===== config.mk =====
export PLATFORM = sky130hd
export DESIGN_NAME = dcm_lock_supervisor_flat
export DESIGN_NICKNAME = d
export VERILOG_FILES = /design/src/rtl/dcm_lock_supervisor_if.sv /design/src/rtl/dcm_lock_supervisor.sv /design/src/flat_wrapper.sv
export SDC_FILE = /design/constraint.sdc
export NUM_CORES = 1
export LEC_CHECK = 0
export BUFFER_PORTS_ARGS = -buffer_cell sky130_fd_sc_hd__buf_2
export CELL_PAD_IN_SITES_DETAIL_PLACEMENT = 1
export CELL_PAD_IN_SITES_GLOBAL_PLACEMENT = 1
export CORE_MARGIN = 1.5
export CORE_UTILIZATION = 40
export CTS_BUF_LIST = sky130_fd_sc_hd__clkbuf_4
export CTS_CLUSTER_DIAMETER = 30
export DETAILED_ROUTE_END_ITERATION = 8
export PLACE_DENSITY_LB_ADDON = 0.1
export SLEW_MARGIN = 30
export SYNTH_ARGS = -nofsm -noshare
export SYNTH_HDL_FRONTEND = slang
export SYNTH_SLANG_ARGS = --single-unit

===== constraint.sdc =====
create_clock -name clk_i -period 7.3 [get_ports clk_i]
set_input_delay 0.73 -clock clk_i [delete_from_list [all_inputs] [get_ports clk_i]]
set_output_delay 0.73 -clock clk_i [all_outputs]
set_load 0.01 [all_outputs]

===== src/rtl/dcm_lock_supervisor_if.sv =====
// -----------------------------------------------------------------------------
// dcm_lock_supervisor_if
//
// Groups the control/status signals of the DCM lock supervisor. The clock and
// asynchronous reset stay plain ports on the supervisor itself.
//
//   enable_i       level enable; 0 parks the supervisor in IDLE
//   locked_i       asynchronous qualified lock flag from the clock stage
//   timeout_i      lock-wait timeout in clock cycles, 0 = wait forever
//   max_retries_i  extra reset attempts allowed after the first
//   force_reset_i  single-cycle pulse, restart the reset sequence
//   clear_count_i  single-cycle pulse, clear the loss counter
//   dcm_reset_o    registered reset to the DCM
//   locked_o       high only in LOCKED
//   fail_o         high only in FAILED
//   loss_count_o   saturating lock-loss event count
//   retry_count_o  retries consumed in the current sequence
//   state_o        IDLE=0 RESET=1 WAIT=2 LOCKED=3 FAILED=4
//
// slave  : supervisor side
// master : register interface / controller side
// -----------------------------------------------------------------------------
interface dcm_lock_supervisor_if;
    logic        enable_i;
    logic        locked_i;
    logic [15:0] timeout_i;
    logic [3:0]  max_retries_i;
    logic        force_reset_i;
    logic        clear_count_i;
    logic        dcm_reset_o;
    logic        locked_o;
    logic        fail_o;
    logic [7:0]  loss_count_o;
    logic [3:0]  retry_count_o;
    logic [2:0]  state_o;

    modport slave (
        input  enable_i, locked_i, timeout_i, max_retries_i,
               force_reset_i, clear_count_i,
        output dcm_reset_o, locked_o, fail_o, loss_count_o,
               retry_count_o, state_o
    );

    modport master (
        output enable_i, locked_i, timeout_i, max_retries_i,
               force_reset_i, clear_count_i,
        input  dcm_reset_o, locked_o, fail_o, loss_count_o,
               retry_count_o, state_o
    );
endinterface


===== src/rtl/dcm_lock_supervisor.sv =====
// -----------------------------------------------------------------------------
// dcm_lock_supervisor
//
// Supervises a DCM lock flag: issues timed reset pulses, waits for a filtered
// lock with a programmable timeout, retries up to a programmable limit, then
// flags a hard failure. While locked it debounces lock loss, counts loss
// events and restarts the reset sequence.
//
// Ports:
//   clk_i      supervisor clock, free-running, independent of the DCM
//   reset_n_i  asynchronous active-low reset
//   sup        dcm_lock_supervisor_if.slave (control inputs, status outputs)
//
// Parameters:
//   RESET_CYCLES  cycles dcm_reset_o is held per attempt (>= 1)
//   LOCK_FILTER   consecutive samples needed to accept a lock change (>= 1)
// -----------------------------------------------------------------------------
module dcm_lock_supervisor #(
    parameter int RESET_CYCLES = 16,
    parameter int LOCK_FILTER  = 4
) (
    input  logic                   clk_i,
    input  logic                   reset_n_i,
    dcm_lock_supervisor_if.slave   sup
);

    localparam int RC_W = (RESET_CYCLES > 1) ? $clog2(RESET_CYCLES + 1) : 1;
    localparam int LF_W = (LOCK_FILTER > 1) ? $clog2(LOCK_FILTER + 1) : 1;
    localparam logic [RC_W-1:0] RC_LAST = RC_W'(RESET_CYCLES - 1);
    localparam logic [LF_W-1:0] LF_LAST = LF_W'(LOCK_FILTER - 1);

    typedef enum logic [2:0] {
        ST_IDLE   = 3'd0,
        ST_RESET  = 3'd1,
        ST_WAIT   = 3'd2,
        ST_LOCKED = 3'd3,
        ST_FAILED = 3'd4
    } state_t;

    state_t            state_q, state_d;
    logic [3:0]        retry_q, retry_d;
    logic [RC_W-1:0]   rst_cnt_q, rst_cnt_d;
    logic [15:0]       to_cnt_q, to_cnt_d;
    logic [7:0]        loss_q;
    logic              loss_evt;
    logic              timed_out;
    logic              dcm_reset_q, locked_q, fail_q;

    logic              sync_p0, sync_p1;
    logic              lk_acc;
    logic [LF_W-1:0]   filt_cnt;

    // Synchronizer and lock filter. Both are held cleared while the DCM is
    // idle or in reset, so every WAIT starts from "not locked" and a lock
    // must be seen fresh through the full synchronizer + filter path.
    always_ff @(posedge clk_i or negedge reset_n_i) begin
        if (!reset_n_i) begin
            sync_p0  <= 1'b0;
            sync_p1  <= 1'b0;
            lk_acc   <= 1'b0;
            filt_cnt <= '0;
        end else if (state_q == ST_IDLE || state_q == ST_RESET) begin
            sync_p0  <= 1'b0;
            sync_p1  <= 1'b0;
            lk_acc   <= 1'b0;
            filt_cnt <= '0;
        end else begin
            sync_p0 <= sup.locked_i;
            sync_p1 <= sync_p0;
            if (sync_p1 == lk_acc) begin
                filt_cnt <= '0;
            end else if (filt_cnt == LF_LAST) begin
                lk_acc   <= sync_p1;
                filt_cnt <= '0;
            end else begin
                filt_cnt <= filt_cnt + 1'b1;
            end
        end
    end

    // to_cnt_q holds the number of WAIT cycles already completed.
    assign timed_out = ({1'b0, to_cnt_q} + 17'd1) >= {1'b0, sup.timeout_i};

    always_comb begin
        state_d   = state_q;
        retry_d   = retry_q;
        rst_cnt_d = '0;
        to_cnt_d  = '0;
        loss_evt  = 1'b0;
        if (!sup.enable_i) begin
            state_d = ST_IDLE;
            retry_d = '0;
        end else if (sup.force_reset_i && state_q != ST_IDLE) begin
            state_d = ST_RESET;
            retry_d = '0;
        end else begin
            case (state_q)
                ST_IDLE: begin
                    state_d = ST_RESET;
                    retry_d = '0;
                end
                ST_RESET: begin
                    if (rst_cnt_q == RC_LAST) begin
                        state_d = ST_WAIT;
                    end else begin
                        rst_cnt_d = rst_cnt_q + 1'b1;
                    end
                end
                ST_WAIT: begin
                    if (lk_acc) begin
                        state_d = ST_LOCKED;
                        retry_d = '0;
                    end else if (sup.timeout_i != 16'd0 && timed_out) begin
                        if (retry_q >= sup.max_retries_i) begin
                            state_d = ST_FAILED;
                        end else begin
                            state_d = ST_RESET;
                            retry_d = retry_q + 1'b1;
                        end
                    end else begin
                        // saturate rather than wrap during an endless wait
                        to_cnt_d = (to_cnt_q == 16'hFFFF) ? to_cnt_q : to_cnt_q + 16'd1;
                    end
                end
                ST_LOCKED: begin
                    if (!lk_acc) begin
                        loss_evt = 1'b1;
                        state_d  = ST_RESET;
                        retry_d  = '0;
                    end
                end
                ST_FAILED: begin
                    state_d = ST_FAILED;
                end
                default: begin
                    state_d = ST_IDLE;
                    retry_d = '0;
                end
            endcase
        end
    end

    // Status outputs are registered from the next state so they line up with
    // state_q in the cycle after each transition.
    always_ff @(posedge clk_i or negedge reset_n_i) begin
        if (!reset_n_i) begin
            state_q     <= ST_IDLE;
            retry_q     <= '0;
            rst_cnt_q   <= '0;
            to_cnt_q    <= '0;
            loss_q      <= '0;
            dcm_reset_q <= 1'b0;
            locked_q    <= 1'b0;
            fail_q      <= 1'b0;
        end else begin
            state_q     <= state_d;
            retry_q     <= retry_d;
            rst_cnt_q   <= rst_cnt_d;
            to_cnt_q    <= to_cnt_d;
            dcm_reset_q <= (state_d == ST_RESET);
            locked_q    <= (state_d == ST_LOCKED);
            fail_q      <= (state_d == ST_FAILED);
            // a clear coinciding with a loss still records that loss
            if (sup.clear_count_i) begin
                loss_q <= {7'd0, loss_evt};
            end else if (loss_evt && loss_q != 8'hFF) begin
                loss_q <= loss_q + 8'd1;
            end
        end
    end

    assign sup.dcm_reset_o   = dcm_reset_q;
    assign sup.locked_o      = locked_q;
    assign sup.fail_o        = fail_q;
    assign sup.loss_count_o  = loss_q;
    assign sup.retry_count_o = retry_q;
    assign sup.state_o       = state_q;

endmodule

===== src/flat_wrapper.sv =====
// flat-port wrapper written by rule: the top's interface ports become plain ports
module dcm_lock_supervisor_flat 
#(
    parameter int RESET_CYCLES = 16,
    parameter int LOCK_FILTER  = 4
)
  (clk_i, reset_n_i, sup_enable_i, sup_locked_i, sup_timeout_i, sup_max_retries_i, sup_force_reset_i, sup_clear_count_i, sup_dcm_reset_o, sup_locked_o, sup_fail_o, sup_loss_count_o, sup_retry_count_o, sup_state_o);
  dcm_lock_supervisor_if sup_i ();
  input  logic clk_i;
  input  logic reset_n_i;
  input wire logic [$bits(sup_i.enable_i)-1:0] sup_enable_i;
  input wire logic [$bits(sup_i.locked_i)-1:0] sup_locked_i;
  input wire logic [$bits(sup_i.timeout_i)-1:0] sup_timeout_i;
  input wire logic [$bits(sup_i.max_retries_i)-1:0] sup_max_retries_i;
  input wire logic [$bits(sup_i.force_reset_i)-1:0] sup_force_reset_i;
  input wire logic [$bits(sup_i.clear_count_i)-1:0] sup_clear_count_i;
  output wire logic [$bits(sup_i.dcm_reset_o)-1:0] sup_dcm_reset_o;
  output wire logic [$bits(sup_i.locked_o)-1:0] sup_locked_o;
  output wire logic [$bits(sup_i.fail_o)-1:0] sup_fail_o;
  output wire logic [$bits(sup_i.loss_count_o)-1:0] sup_loss_count_o;
  output wire logic [$bits(sup_i.retry_count_o)-1:0] sup_retry_count_o;
  output wire logic [$bits(sup_i.state_o)-1:0] sup_state_o;
  assign sup_i.enable_i = sup_enable_i;
  assign sup_i.locked_i = sup_locked_i;
  assign sup_i.timeout_i = sup_timeout_i;
  assign sup_i.max_retries_i = sup_max_retries_i;
  assign sup_i.force_reset_i = sup_force_reset_i;
  assign sup_i.clear_count_i = sup_clear_count_i;
  assign sup_dcm_reset_o = sup_i.dcm_reset_o;
  assign sup_locked_o = sup_i.locked_o;
  assign sup_fail_o = sup_i.fail_o;
  assign sup_loss_count_o = sup_i.loss_count_o;
  assign sup_retry_count_o = sup_i.retry_count_o;
  assign sup_state_o = sup_i.state_o;
  dcm_lock_supervisor #(.RESET_CYCLES(RESET_CYCLES), .LOCK_FILTER(LOCK_FILTER)) u_core (.clk_i(clk_i), .reset_n_i(reset_n_i), .sup(sup_i));
endmodule

==> results of run 1 <==
cells in the mapped netlist (3+ instances only):
master    count  area [sq um]
a21o_1        3         22.52
a21oi_1      15         75.07
a21oi_2       8         70.07
and3_1        7         43.79
clkbuf_1      5         18.77
dfrtp_1      45          1126
ha_1         25         312.8
inv_1        40         150.1
mux2i_1       4         40.04
nand2_1      14         52.55
nand2b_1      4         25.02
nand3_1      15         75.07
nand4_1       9         56.30
nor2_1       25         93.84
nor2b_1       8         50.05
nor3_1        6         30.03
nor4_1        4         25.02
o21ai_0       7         35.03
o21ai_1       3         15.01
xnor2_1      17         148.9
xor2_1        7         61.31
registers in the layout (all words and copies together) (netlist names), 3 cells and up:
register and count:
u_core.to_cnt_q 16, u_core.sup.loss_count_o 8, u_core.rst_cnt_q 5, u_core.sup.retry_count_o 4, u_core.filt_cnt 3, u_core.sup.state_o 3
worst max-delay path, cell delays in order, from the launching register on:
cell      delay, ns
dfrtp_1        0.43
and3_1         0.23
and3_1         0.23
nand4_1        0.19
nor2_1         0.17
xnor2_1        0.19
inv_1          0.08
ha_1           0.30
nand4_1        0.11
o41ai_1        0.37
a221oi_1       0.19
o211a_2        0.20
o21ai_4        0.51
a21oi_1        0.09
cell families (layout without fill, tap and decap cells):
kind of cell               Yosys count  after routing  share of synthesized area [%]
buffers and inverters               49             90                          6.754
AOI/OAI and AO/OA                   58             58                          15.04
xor gates and xnor gates            24             24                          7.137
muxes                                4              4                          1.359
DFF                                 45             45                          38.23
adders and majority gates           25             25                          10.62
and+or+nand+nor                    111            111                          20.86
report_power, final:
part	leakage [nW]	switching, mW	internal [mW]
Sequential	0.624	0.00152	0.250
Clock	0.0247	0.0854	0.0348
Combinational	1.02	0.0200	0.0131
how the worst max path moves through the flow:
stage | start | depth (start not counted) | to | slack, ns
floorplan | u_core.to_cnt_q[2] | 14 | u_core.to_cnt_q[12] | 4.38
global placement | u_core.to_cnt_q[2] | 13 | u_core.to_cnt_q[4] | 3.98
detailed placement | u_core.to_cnt_q[2] | 13 | u_core.to_cnt_q[5] | 3.87
CTS | u_core.to_cnt_q[2] | 13 | u_core.to_cnt_q[2] | 3.85
global route | u_core.to_cnt_q[2] | 13 | u_core.to_cnt_q[2] | 3.63
finish | u_core.to_cnt_q[2] | 13 | u_core.to_cnt_q[2] | 3.87
metal layers:
metal  vias to the layer above  GRT usage, %  routed length (microns)
met5                         -             0                        0
met4                         0         4.688                       71
met3                         6         2.799                      172
met2                        38         31.06                     3256
met1                      1152         25.04                     3357
li1                       1179             -                        -
metrics by stage:
stage / cell area, sq um / util (%) / power [mW] / setup WS, ns
6_report: 3287 / 45.81 / 0.4048 / 3.873
5_1_grt: 3287 / 45.81 / 0.4271 / 3.633
4_1_cts: 3287 / 45.81 / 0.4121 / 3.848
3_5_place_dp: 3238 / 45.13 / 0.2902 / 3.873
3_3_place_gp: 3236 / 45.09 / 0.2896 / 3.983
2_1_floorplan: 2945 / - / 0.2717 / 4.382
layout make-up:
class | instances | area, sq um | share of cell area [%]
sequential | 45 | 1126 | 34.26
timing repair buffer | 43 | 217.7 | 6.624
tap | 99 | 123.9 | 3.769
inverter | 40 | 150.1 | 4.568
clock buffer | 5 | 37.54 | 1.142
clock inverter | 2 | 11.26 | 0.3426
multi-input combinational | 222 | 1620 | 49.30
==> impl_results.md, run 1 <==
- RR Startpoint: u_core.to_cnt_q[2]
- Most common cell after layout, fill and taps aside: dfrtp_1
- CTS buffer count: 5
- Std-Cell Rows: 31
- CP endpoint kind: register
- Fin Hold WS: 0.3547 ns
- Nets@finish: 408
- Final Wtd Congestion: 0.7425
- Reg2reg path depth: 13
- Worst path arrival time: 3.65 ns
- Final Hold Fails: 0
- # diodes: 0
- Crit Path Class: register to register
- Post-synthesis register bit count: 45
- Via count: 2375
- DR WL/cell: 15.04 microns
- Post-placement cell count: 449
- Clock Path Buffers: 2
- Ys async rst share: 100.0%
- Yosys cell types: 54
- HP Class: input pin to asynchronous set/reset pin
- Cell Area, Synth: 0.002945 sq mm
- CP Launch Type: register
- Setup Viol. Count Final: 0
- ANT nets after route: 0
- IO buf count: 43
- Global-route wire length before repair: 11150 microns
- Filler cells: 873
- Initial drt markers: 35
- CTS Root Cell: clkbuf_4
- Power per Cell Area: 123.2 mW/mm^2
- WP data required: 7.52 ns
- Synth Instances: 316
- Fin crit period: 3.427 ns
- Post-Syn Area per Cell: 9.321 sq um
- Synth warn: 0
- Layout area overhead: 11.60%
- Post-synth EDFFs: 0
- Worst Skew: 0.006590 ns
- Initial Util: 41.05%
- Worst R2R End: u_core.to_cnt_q[2]
- Post-Route WL: 6858 microns
- Hold_buf cts: 0
- Pleak: 1.669 nW
- Max_cap viols: 0
- Layout Cells excl Fill: 456
- Post-CTS setup buffers: 0
- Most frequent cells in the layout: 45 x dfrtp_1, 42 x buf_2, 40 x inv_1
- Largest net degree at the start of global routing: 46
- Die area: 0.007887 sq mm
- Unrepaired setup endpoints after global routing: no
- Antenna violations before repair: 0
- Chip width: 88.81 microns
- Fmax: 0.2918 GHz
- Slew Limit Fails: 0
- Syn Nets: 367
- Register area share after synthesis: 38.23%
- Post-cts sizing count: 0
- DIE HEIGHT: 88.81 microns
- Setup slack, reg-to-reg: 3.87 ns
- Least-Margin Pin Slew: 0.9193 ns
- Peak supply drop: 0.04972 mV
- Outcome: finished, final reports clean
- DRC viols: 0
- Clk_lat worst skew: 0.36 ns
- Slew HR: 38.71%
- Vias in the first global route: 2357
- Total track usage: 18.53%
- Synth Flop Type: dfrtp_1
- IO Pins: 44
- Fin crit share: 46.95%
- Share of layout cells above drive strength 1: 19.05%
- Clock transition at path regs: 0.13 ns
- Vias per cell: 5.208
- First-pass detailed-route iteration total: 4
- CTS tree: built
- Congestion Overflow GR: 0
- Area of the core: 0.007176 sq mm
- Clk sinks: 45
- CP Max Fanout: 16
- HPWL Detailed: 5269 microns
- H-tree depth: 2
- Setup TNS: 0 ns
(Power assumes the default switching activity.)
==> inputs of run 2 (changes only) <==
clock period = 3.5 ns   (was 7.3 ns; I/O delays follow)
==> run 2 against run 1 <==
Compared with the run above: global-route usage decreased by 0.24 points; critical path type unchanged; first-iteration DRC count decreased by 8.6%; largest power group unchanged; power increased by 110%.
==> impl_results.md, run 2 (synthesis results as in run 1) <==
- Outcome: finished, final reports clean
- Initial drt markers: 32
- Slew Limit Fails: 0
- Layout area overhead: 15.80%
- Clk_lat worst skew: 0.35 ns
- Max_cap viols: 0
- Total track usage: 18.29%
- Chip width: 88.81 microns
- Min-Delay Endpoint: u_core.sync_p0
- Post-placement cell count: 450
- Fin crit share: 93.73%
- Least-Margin Pin Slew: 0.7555 ns
- IO buf count: 43
- Reg2reg path depth: 14
- Slew HR: 49.58%
- CTS buffer count: 5
- Final Worst Setup Slack: 0.2195 ns
- Layout Cells excl Fill: 466
- CP Buf/Inv Count: 2
- CP Max Fanout: 7
- Setup slack, reg-to-reg: 0.22 ns
- CP Launch Type: register
- Congestion Overflow GR: 0
- Worst path arrival time: 3.54 ns
- # diodes: 0
- Clock transition at path regs: 0.14 ns
- DR WL/cell: 14.61 microns
- Final Hold Fails: 0
- H-tree depth: 2
- Most common cell after layout, fill and taps aside: dfrtp_1
- Std-Cell Rows: 31
- Nets@finish: 417
- CP peak stage delay: 0.42 ns
- WP data required: 3.76 ns
- Cell chain of the critical path: and3_4, and3_1, nand4_1, buf_4, nor2_2, xnor2_2, inv_1, ha_1, nand3_1, o41ai_2, a221oi_2, o211ai_4, a41oi_2, nor4bb_1
- DIE HEIGHT: 88.81 microns
- Hold Crit Start: sup_locked_i
- Clk sinks: 45
- Most frequent cells in the layout: 45 x dfrtp_1, 42 x buf_2, 40 x inv_1
- Filler cells: 873
- Top reg by flops: u_core.to_cnt_q
- Global-route wire length before repair: 11100 microns
- Pleak: 1.735 nW
- Initial Util: 41.05%
- CTS tree: built
- Area of the core: 0.007176 sq mm
- HPWL Detailed: 5112 microns
- Fmax: 0.3048 GHz
- HP Class: input pin to register
- Die area: 0.007887 sq mm
- Worst Skew: 0.008391 ns
- Critical-path top delay cell: dfrtp_1
- Worst R2R End: u_core.sup.state_o[2]
- Hold path depth: 2
- Family with the most delay on the worst path: simple AND/OR/NAND/NOR gates
- Post-Route WL: 6810 microns
- DRC viols: 0
- Power per Cell Area: 248.7 mW/mm^2
- Share of layout cells above drive strength 1: 22.62%
- Via count: 2415
- Setup Viol. Count Final: 0
- Antenna violations before repair: 0
- Vias per cell: 5.182
- Fin crit period: 3.280 ns
- Pre-CTS setup slack: 0.02376 ns
- Crit Path Class: register to register
- Peak supply drop: 0.1243 mV
- ANT nets after route: 0
- Vias in the first global route: 2341
- Final Wtd Congestion: 0.7547
- First-pass detailed-route iteration total: 4
- Largest net degree at the start of global routing: 46
- RR Startpoint: u_core.to_cnt_q[2]
- Max FFs per register: 16
- CTS Root Cell: clkbuf_4
- Clock Path Buffers: 2
- CP endpoint kind: register
- IO Pins: 44
==> run 2: stage by stage <==
stage / total power, mW / area [sq um] / hold WS [ns] / TNS, ns / utilization [%]
after floorplan: 0.5667 / 2945 / 0.05441 / 0 / -
after global placement: 0.6041 / 3243 / 0.4406 / 0 / 45.20
after detailed placement: 0.6053 / 3246 / 0.3984 / 0 / 45.23
after CTS: 0.8622 / 3311 / 0.2082 / 0 / 46.14
after global routing: 0.8920 / 3411 / 0.2143 / -0.02490 / 47.53
final: 0.8482 / 3411 / 0.2227 / 0 / 47.53
==> run 2: worst max-delay path by stage <==
stage                                   from                    end  slack (ns)  cells after the start
after CTS                 u_core.to_cnt_q[2]     u_core.to_cnt_q[3]        0.02                     13
after floorplan           u_core.to_cnt_q[2]    u_core.to_cnt_q[12]        0.58                     14
final                     u_core.to_cnt_q[2]  u_core.sup.state_o[2]        0.22                     14
after global routing      u_core.to_cnt_q[2]      u_core.sup.fail_o       -0.02                     14
after global placement    u_core.to_cnt_q[2]     u_core.to_cnt_q[7]        0.18                     13
after detailed placement  u_core.to_cnt_q[2]     u_core.to_cnt_q[5]        0.02                     13
==> run 2: area by class of cell <==
class                   instances  area, sq um  share of cell area (%)
clock inverters                 3        17.52                  0.5136
multi-input cells             222         1655                   48.53
clock buffers                   5        37.54                   1.101
flip-flops and latches         45         1126                   33.02
repair buffers                 52        300.3                   8.804
well taps                      99        123.9                   3.632
inverters                      40        150.1                   4.402
==> run 2: repair_timing <==
| action | CTS | global route |
|---|---|---|
| buffers inserted | 0 | 7 |
| setup endpoints to repair | 0 | 20 |
| hold buffers | 1 | 0 |
| endpoints found under the hold margin | 37 | 0 |
| gates resized for setup | 0 | 6 |
==> run 2: routing by layer <==
layer	routed length, microns	track usage (%)	part of all wire, %	vias up
met2	3333	30.99	49	44
met3	185	2.799	2.7	6
met4	66	4.261	0.97	0
met5	0	0	0	-
met1	3225	24.53	47	1164
li1	-	-	-	1201
==> run 2: power by group <==
| group | switching, mW | leakage (nW) | internal (mW) | total, mW |
|---|---|---|---|---|
| clock network | 0.176 | 0.0326 | 0.0766 | 0.252 |
| logic | 0.0427 | 1.08 | 0.0284 | 0.0711 |
| registers | 0.00322 | 0.624 | 0.522 | 0.525 |
==> run 2: worst register-to-register path, stage by stage, from the launching register on <==
cell and delay, ns:
dfrtp_1 0.42, and3_4 0.22, and3_1 0.21, nand4_1 0.17
buf_4 0.19, nor2_2 0.13, xnor2_2 0.16, inv_1 0.08
ha_1 0.30, nand3_1 0.11, o41ai_2 0.39, a221oi_2 0.14
o211ai_4 0.17, a41oi_2 0.20, nor4bb_1 0.31
==> inputs of run 3 (changes only) <==
PLACE_DENSITY = 0.77   (was unset)
PLACE_DENSITY_LB_ADDON = unset   (was 0.1)
==> run 3 against run 2 <==
Compared with the run above: register-to-register slack worse by 0.03 ns; routed wire length up 5.0%; sequential power about the same; die area unchanged; critical endpoint is now u_core.sup.fail_o; worst setup slack worse by 0.032 ns.
==> impl_results.md, run 3 (synthesis results as in run 1) <==
- Die area: 0.007887 sq mm
- Layout area overhead: 14.32%
- H-tree depth: 2
- Vias in the first global route: 2625
- Tot Pwr: 0.9257 mW
- First-pass detailed-route iteration total: 4
- Max_cap viols: 0
- Antenna violations before repair: 0
- ANT nets after route: 0
- DRC viols: 0
- RR Startpoint: u_core.to_cnt_q[2]
- Most used cell, CP: and3_1
- CP startpoint: u_core.to_cnt_q[2]
- Post-placement cell count: 450
- Least-Margin Pin Slew: 0.7623 ns
- Slew Limit Fails: 0
- Share of layout cells above drive strength 1: 20.22%
- Pleak: 1.706 nW
- Worst path arrival time: 3.57 ns
- Crit Path Class: register to register
- Critical-path top delay cell: o41ai_1
- Fin crit share: 94.65%
- IO Pins: 44
- IO buf count: 43
- Power per Cell Area: 274.9 mW/mm^2
- Clk sinks: 45
- Global-route wire length before repair: 12130 microns
- Cell chain of the critical path: and3_1, and3_1, and3_1, xnor2_1, inv_1, ha_1, nand4_1, o41ai_1, a221oi_2, o211ai_4, a41oi_2, nor4bb_1
- Fin crit period: 3.313 ns
- Outcome: finished, final reports clean
- HPWL Detailed: 5440 microns
- Post-Route WL: 7151 microns
- Clock transition at path regs: 0.13 ns
- DR WL/cell: 15.55 microns
- Final Hold Fails: 0
- Via count: 2444
- Slew HR: 49.13%
- CTS Root Cell: clkbuf_4
- CTS buffer count: 5
- Initial drt markers: 32
- DIE HEIGHT: 88.81 microns
- Peak supply drop: 0.1349 mV
- Std-Cell Rows: 31
- Fmax: 0.3019 GHz
- Worst Skew: 0.02142 ns
- CP peak stage delay: 0.52 ns
- HP Class: input pin to register
- Clock Path Buffers: 2
- CP Launch Type: register
- Clk_lat worst skew: 0.37 ns
- Congestion Overflow GR: 0
- Total track usage: 19.83%
- WP data required: 3.76 ns
- Area of the core: 0.007176 sq mm
- Layout Cells excl Fill: 460
- CP endpoint kind: register
- CP Max Fanout: 8
- Setup Viol. Count Final: 0
- Most frequent cells in the layout: 45 x dfrtp_1, 42 x buf_2, 40 x inv_1
- CTS tree: built
- Largest net degree at the start of global routing: 46
- Initial Util: 41.05%
- Chip width: 88.81 microns
- Hold Crit Start: sup_locked_i
- Vias per cell: 5.313
- Unrepaired setup endpoints after global routing: yes
- Most common cell after layout, fill and taps aside: dfrtp_1
- Max FFs per register: 16
- Nets@finish: 411
- # diodes: 0
- Final Wtd Congestion: 0.7272
- Top reg by flops: u_core.to_cnt_q
==> run 3: what timing repair did <==
item                                    4_1_cts  5_1_grt
hold buffers                                  1        0
setup buffers                                 0        1
endpoints found under the setup margin        0       19
gates resized for setup                       0        2
endpoints found under the hold margin        45        0
==> run 3: cell type report <==
| cell class | instances | area, sq um |
|---|---|---|
| multi-input cells | 222 | 1633 |
| clock inverters | 3 | 41.29 |
| fillers | 844 | 3809 |
| clock buffers | 5 | 37.54 |
| repair buffers | 46 | 255.2 |
| flip-flops and latches | 45 | 1126 |
| inverters | 40 | 150.1 |
| well taps | 99 | 123.9 |
==> run 3: critical path, delay by kind of cell (launching register included) <==
family,cells,cell delay (ns)
xor+xnor,1,0.24
buf+inv,1,0.08
compound gates,4,1.05
flops,1,0.44
fa+ha+maj,1,0.29
simple gates,5,1.11
==> run 3: worst paths after layout <==
check / endpoint / slack, ns / cells after the start
min in group asynchronous: u_core.sup.loss_count_o[5] / 0.51 / 2
worst max-delay path: u_core.sup.fail_o / 0.19 / 12
worst min register to register: u_core.filt_cnt[0] / 0.46 / 1
worst max register to register: u_core.sup.fail_o / 0.19 / 12
max in group asynchronous: u_core.sup.state_o[0] / 2.59 / 2
worst min-delay path: u_core.sync_p0 / 0.23 / 2
==> run 3: stage by stage <==
stage               hold slack [ns]  instance area, sq um  setup TNS, ns  worst slack [ns]  utilization [%]
finish                       0.2260                  3367              0            0.1872            46.92
global route                 0.2199                  3367        -0.1796          -0.06835            46.92
CTS                          0.2127                  3334              0           0.06885            46.47
detailed placement           0.3944                  3246              0           0.08895            45.23
global placement             0.4318                  3243              0            0.2418            45.20
floorplan                   0.05441                  2945              0            0.5822                -
==> run 3: report_power, final <==
part | internal (mW) | total (mW) | switching [mW]
clock network | 0.148 | 0.330 | 0.182
registers | 0.522 | 0.525 | 0.00331
logic | 0.0283 | 0.0711 | 0.0428
total | 0.698 | 0.926 | 0.228
==> run 3: metal layers <==
metal / vias up / part of all wire (%) / GRT usage [%] / routed length, microns
met4: 0 / 1.8 / 5.540 / 131
met1: 1197 / 46 / 24.68 / 3284
met5: - / 0 / 0 / 0
met3: 11 / 2.8 / 2.985 / 200
met2: 49 / 49 / 35.54 / 3535
li1: 1187 / - / - / -
